[src/rtl/prog_loader_pkg.sv]
// rtl/prog_loader_pkg.sv - shared state encoding and frame constants for the program loader
package prog_loader_pkg;

    typedef enum logic [2:0] {
        ST_IDLE,
        ST_LEN_LO,
        ST_LEN_HI,
        ST_DATA,
        ST_WRITE,
        ST_CSUM,
        ST_DONE,
        ST_ERROR
    } state_t;

    localparam logic [7:0] DEFAULT_MAGIC = 8'hB0;

endpackage

[src/rtl/loader_word_packer.sv]
// rtl/loader_word_packer.sv - little-endian byte-to-word assembler with running XOR checksum
module loader_word_packer (
    input  logic        clk,
    input  logic        reset,
    input  logic        i_clear,
    input  logic        i_byte_valid,
    input  logic [7:0]  i_byte,
    output logic [31:0] o_word,
    output logic [7:0]  o_csum,
    output logic        o_word_ready
);

    logic [1:0]  r_lane;
    logic [31:0] r_word;
    logic [7:0]  r_csum;

    always_ff @(posedge clk) begin
        if (reset || i_clear) begin
            r_lane <= 2'd0;
            r_word <= 32'd0;
            r_csum <= 8'd0;
        end else if (i_byte_valid) begin
            r_word[{r_lane, 3'b000} +: 8] <= i_byte;
            r_lane                        <= r_lane + 2'd1;
            r_csum                        <= r_csum ^ i_byte;
        end
    end

    // Fires with the 4th byte, so the full word is in r_word on the next cycle.
    assign o_word_ready = i_byte_valid && (r_lane == 2'd3);
    assign o_word       = r_word;
    assign o_csum       = r_csum;

endmodule

[src/rtl/prog_loader.sv]
// rtl/prog_loader.sv - framed UART image loader writing program memory and holding the CPU in reset
module prog_loader
    import prog_loader_pkg::*;
#(
    parameter int         ADDR_WIDTH = 11,
    parameter logic [7:0] MAGIC      = DEFAULT_MAGIC,
    parameter int         BASE_WORD  = 0
) (
    input  logic        clk,
    input  logic        reset,
    input  logic        rx_valid,
    input  logic [7:0]  rx_data,
    output logic        rx_ready,
    input  logic        start,
    output logic [29:0] mem_address,
    output logic        mem_wen,
    output logic        mem_ren,
    output logic [31:0] mem_data_in,
    output logic [3:0]  mem_byte_select,
    output logic        cpu_hold,
    output logic        done,
    output logic        error
);

    localparam logic [ADDR_WIDTH-1:0] LP_BASE  = ADDR_WIDTH'(BASE_WORD);
    localparam logic [31:0]           LP_DEPTH = 32'd1 << ADDR_WIDTH;

    state_t                r_state;
    logic                  r_rx_ready;
    logic                  r_wen;
    logic [3:0]            r_bsel;
    logic                  r_hold;
    logic                  r_done;
    logic                  r_err;
    logic [15:0]           r_len;
    logic [ADDR_WIDTH-1:0] r_widx;

    logic        w_xfer;
    logic        w_start_ok;
    logic [15:0] w_len_next;
    logic        w_too_long;
    logic        w_last_word;
    logic [31:0] w_word;
    logic [7:0]  w_csum;
    logic        w_word_ready;

    assign w_xfer      = rx_valid && r_rx_ready;
    assign w_start_ok  = start && ((r_state == ST_DONE) || (r_state == ST_ERROR));
    assign w_len_next  = {rx_data, r_len[7:0]};
    assign w_too_long  = (32'(w_len_next) + 32'(BASE_WORD)) > LP_DEPTH;
    assign w_last_word = (17'(r_widx) + 17'd1) == 17'(r_len);

    loader_word_packer u_packer (
        .clk          (clk),
        .reset        (reset),
        .i_clear      (w_start_ok),
        .i_byte_valid (w_xfer && (r_state == ST_DATA)),
        .i_byte       (rx_data),
        .o_word       (w_word),
        .o_csum       (w_csum),
        .o_word_ready (w_word_ready)
    );

    always_ff @(posedge clk) begin
        if (reset) begin
            r_state    <= ST_IDLE;
            r_rx_ready <= 1'b1;
            r_wen      <= 1'b0;
            r_bsel     <= 4'h0;
            r_hold     <= 1'b1;
            r_done     <= 1'b0;
            r_err      <= 1'b0;
            r_len      <= 16'd0;
            r_widx     <= '0;
        end else begin
            r_wen      <= 1'b0;
            r_bsel     <= 4'h0;
            r_rx_ready <= 1'b1;
            case (r_state)
                ST_IDLE: begin
                    if (w_xfer && (rx_data == MAGIC)) r_state <= ST_LEN_LO;
                end
                ST_LEN_LO: begin
                    if (w_xfer) begin
                        r_len[7:0] <= rx_data;
                        r_state    <= ST_LEN_HI;
                    end
                end
                ST_LEN_HI: begin
                    if (w_xfer) begin
                        r_len[15:8] <= rx_data;
                        if (w_too_long) begin
                            r_state <= ST_ERROR;
                            r_err   <= 1'b1;
                        end else if (w_len_next == 16'd0) begin
                            r_state <= ST_CSUM;
                        end else begin
                            r_state <= ST_DATA;
                        end
                    end
                end
                ST_DATA: begin
                    if (w_word_ready) begin
                        r_state    <= ST_WRITE;
                        r_wen      <= 1'b1;
                        r_bsel     <= 4'hF;
                        r_rx_ready <= 1'b0;
                    end
                end
                ST_WRITE: begin
                    r_widx  <= r_widx + 1'b1;
                    r_state <= w_last_word ? ST_CSUM : ST_DATA;
                end
                ST_CSUM: begin
                    if (w_xfer) begin
                        if (rx_data == w_csum) begin
                            r_state <= ST_DONE;
                            r_done  <= 1'b1;
                            r_hold  <= 1'b0;
                        end else begin
                            r_state <= ST_ERROR;
                            r_err   <= 1'b1;
                        end
                    end
                end
                ST_DONE, ST_ERROR: begin
                    if (start) begin
                        r_state <= ST_IDLE;
                        r_done  <= 1'b0;
                        r_err   <= 1'b0;
                        r_hold  <= 1'b1;
                        r_len   <= 16'd0;
                        r_widx  <= '0;
                    end
                end
                default: r_state <= ST_IDLE;
            endcase
        end
    end

    // Memory guards writes against a simultaneous read, so reads stay off.
    assign mem_ren         = 1'b0;
    assign mem_address     = 30'(r_widx + LP_BASE);
    assign mem_wen         = r_wen;
    assign mem_data_in     = w_word;
    assign mem_byte_select = r_bsel;
    assign rx_ready        = r_rx_ready;
    assign cpu_hold        = r_hold;
    assign done            = r_done;
    assign error           = r_err;

endmodule

[config.mk]
export PLATFORM = sky130hd
export DESIGN_NAME = prog_loader
export DESIGN_NICKNAME = d
export VERILOG_FILES = /design/src/rtl/prog_loader_pkg.sv /design/src/rtl/loader_word_packer.sv /design/src/rtl/prog_loader.sv
export SDC_FILE = /design/constraint.sdc
export NUM_CORES = 1
export LEC_CHECK = 0
export ABC_AREA = 1
export BUFFER_PORTS_ARGS = -buffer_cell sky130_fd_sc_hd__buf_2
export CAP_MARGIN = 20
export CORE_MARGIN = 1
export CORE_UTILIZATION = 52
export DETAILED_ROUTE_END_ITERATION = 7
export PLACE_DENSITY = 0.76
export SLEW_MARGIN = 10
export SYNTH_ARGS = -nofsm -noshare
export SYNTH_HDL_FRONTEND = slang
export SYNTH_SLANG_ARGS = --single-unit
[constraint.sdc]
create_clock -name clk -period 5 [get_ports clk]
set_input_delay 0 -clock clk [delete_from_list [all_inputs] [get_ports clk]]
set_output_delay 0 -clock clk [all_outputs]
set_load 0.02 [all_outputs]
==> impl_metrics.csv <==
group,metric,value,unit
routing,first_pass_iters,7,
die,coreArea,7727,sq um
critical_path,cp.required,5260,ps
timing,slew_violations,0,
critical_path,critPathLaunchType,"flip-flop",
finish,fin_area,4701,sq um
pwr,ir_drop,0.2079,mV
critical_path,end_kind,"flip-flop",
finish,antenna_cells,0,
place,numPortBuffers,63,
clock_network,cts_root_buffer,"clkbuf_8",
pwr,leakage,2.119,nW
critical_path,slowest_stage,"ha_1",
synth,synth_cells,603,
grt,grt_use_met1,0.3612,
status,status,"completed",
routing,drtAntennaViolNets,0,
synth,yosys-top-cells-area,"dfxtp_1 (37%), nand2_1 (11%), nand3_1 (8.2%)",
pwr,clkPwrFrac,0.348,
clock_network,cts-htree-levels,3,
die,die_w,91.57,um
routing,dr_total_vias,4155,
critical_path,critical_path.cell_chain,"inv_1, ha_1, clkinv_1, nor2_1, nand4_1, a21oi_1",
synth,synth_area_per_cell,6.918,sq um
clock_network,tritoncts,"yes",
synth,synth-async-reset-ratio,0,
timing,timing.slew.headroom,0.4486,
clock_network,clockBufferDepth,2,
grt,grt_max_degree,27,
synth,synthFlopType,"dfxtp_1",
critical_path,cp.arrival,2690,ps
synth,ys_seq_area_frac,0.3695,
finish,multi_input_area,2176,sq um
routing,drt-total-wl,10.54,mm
critical_path,path_delay_family,"simple AND/OR/NAND/NOR gates",
grt,grt_pass1_vias,3750,
run,max_cap_viol_count,0,
die,ioPinCount,84,
grt,grt.met2_usage,0.4085,
routing,drc_errors,0,
pwr,powerDensity,327.7,nW/um^2
routing,drt-initial-drc-count,277,
finish,fill_cells,753,
critical_path,worstSetupPathType,"reg2reg",
critical_path,path_buf_inv,2,
grt,antenna_found_initial,0,
clock_network,clk_pin_slew,90,ps
synth,synth_top_cell_by_area,"dfxtp_1",
place,dp_hpwl,7.449,mm
finish,area_growth,12.69,%
timing,tightest_slew,825.1,ps
die,die-area,8384,sq um
clock_network,clkSinkCount,77,
finish,final_cell_mix,"nand2_1 (120), dfxtp_1 (77), nand3_1 (68)",
critical_path,slowest_delay,550,ps
timing,fin_crit_sh,0.4854,
die,rows,32,
place,gp_congestion,0.8935,
synth,synth_edf_count,0,
place,place_area,4408,sq um
pwr,switching_share,0.3206,
timing,clock_skew,8.282,ps
pwr,internal_power,1.047,mW
timing,hold_viol,0,
clock_network,numCtsBuffers,9,
die,initial_core_util,0.5398,
synth,ys_ff_latch,77,
critical_path,path_max_fanout,13,
grt,grt_use_met3,0.03350,
routing,wl_per_cell,13.75,um
pwr,switching_power,0.4939,mW
worst_hold_path,hold_class,"in2reg",
die,fp.dieH,91.57,um
synth,synth_area,4172,sq um
finish,nNetsFinal,677,
finish,final_common_cell,"nand2_1",
pwr,combPwrFrac,0.210,
grt,track_usage,0.2595,
synth,yosys_warnings,0,
timing,finalSetupViolCount,0,
finish,regArea,1541,sq um
synth,synth_cell_types,32,
grt,grt-ovfl-total,0,
timing,fin_crit,2427,ps
grt,grt_pass1_wl,17.44,mm
timing,setup_tns,0,ps
clock_network,post_cts_buffers,0,
synth,synth_top_area_share,0.3695,
clock_network,worstSkewPairLatency,350,ps
pwr,seqPwrFrac,0.443,
routing,vias_per_cell,5.424,
finish,drive_above_1_share,0.1642,
timing,clock.fmax,0.4120,GHz
timing,rsz0062_at_grt,"no",
grt,top_usage_layer,"met2",
through the flow:
step | util | total power, mW | hold WS [ps] | std cells | setup WS (ps)
2_1_floorplan | - | 0.9523 | 78.47 | 622 | 3139
3_3_place_gp | 0.5704 | 1.004 | 331.7 | 743 | 2742
3_5_place_dp | 0.5704 | 1.006 | 324.3 | 743 | 2590
4_1_cts | 0.6083 | 1.539 | 25.15 | 766 | 2593
5_1_grt | 0.6083 | 1.614 | 42.68 | 766 | 2309
6_report | 0.6083 | 1.540 | 43.41 | 766 | 2573
registers in the layout, indices dropped and copies added (netlist names):
signal and cells:
done 1, u_packer.o_word 32, r_len 16, rx_ready 1, cpu_hold 1, mem_byte_select 1
error 1, r_widx 11, u_packer.o_csum 8, r_state 3, u_packer.r_lane 2
logic make-up after synthesis:
| group | Yosys count | share of synthesized area |
|---|---|---|
| other | 1 | 0.0008990 |
| XOR/XNOR | 9 | 0.02250 |
| AND/OR/NAND/NOR | 296 | 0.3281 |
| adder cells (fa/ha/maj) | 6 | 0.01800 |
| AO/OA/AOI/OAI | 105 | 0.1350 |
| buffers and inverters | 109 | 0.1260 |
| flip-flops | 77 | 0.3695 |
power groups by stage:
stage / Combinational, mW / Clock, mW / Sequential (mW)
finish: 0.323 / 0.535 / 0.682
global placement: 0.309 / 0 / 0.694
global route: 0.363 / 0.564 / 0.687
detailed placement: 0.310 / 0 / 0.696
CTS: 0.319 / 0.539 / 0.681
floorplan: 0.262 / 0 / 0.691
worst reg2reg max path, stage by stage, from the launching register on:
cell	delay [ps]
dfxtp_1	420
inv_1	220
ha_1	550
clkinv_1	330
nor2_1	490
nand4_1	170
a21oi_1	170
cells in the mapped netlist (4+ instances only):
library cell,count
nand2_1,120
dfxtp_1,77
nand3_1,68
a21oi_1,64
nor2_1,57
inv_1,50
o21ai_0,28
buf_4,26
nand4_1,19
clkbuf_1,14
inv_2,10
a211oi_1,9
nor3_1,9
xor2_1,8
ha_1,6
clkinv_1,4
nand2_2,4
nor2_2,4
nor4_1,4
what timing repair did:
action	in CTS	in global routing
hold buffers	7	0
endpoints found under the setup margin	0	0
endpoints found under the hold margin	11	0
gates resized for setup	0	0
per-layer routing:
metal / share of wire / vias to the layer above
li1: - / 2062
met4: 0.014 / 0
met5: 0 / -
met2: 0.46 / 144
met3: 0.063 / 10
met1: 0.46 / 1939
final timing paths:
kind | start | slack (ps) | cells after the start | endpoint
worst max-delay path | u_packer.r_lane[0] | 2570 | 6 | u_packer.o_word[23]
worst min-delay path | rx_data[0] | 40 | 3 | u_packer.o_word[0]
worst max register to register | u_packer.r_lane[0] | 2570 | 6 | u_packer.o_word[23]
worst min register to register | done | 460 | 2 | done
layout make-up:
| type | count | area share |
|---|---|---|
| Tap cell | 102 | 0.02715 |
| Sequential cell | 77 | 0.3279 |
| Clock buffer | 10 | 0.02715 |
| Clock inverter | 6 | 0.02023 |
| Multi-Input combinational cell | 436 | 0.4629 |
| Inverter | 64 | 0.05110 |
| Timing Repair Buffer | 71 | 0.08358 |
Note: power is estimated with default switching activity, not from simulation.
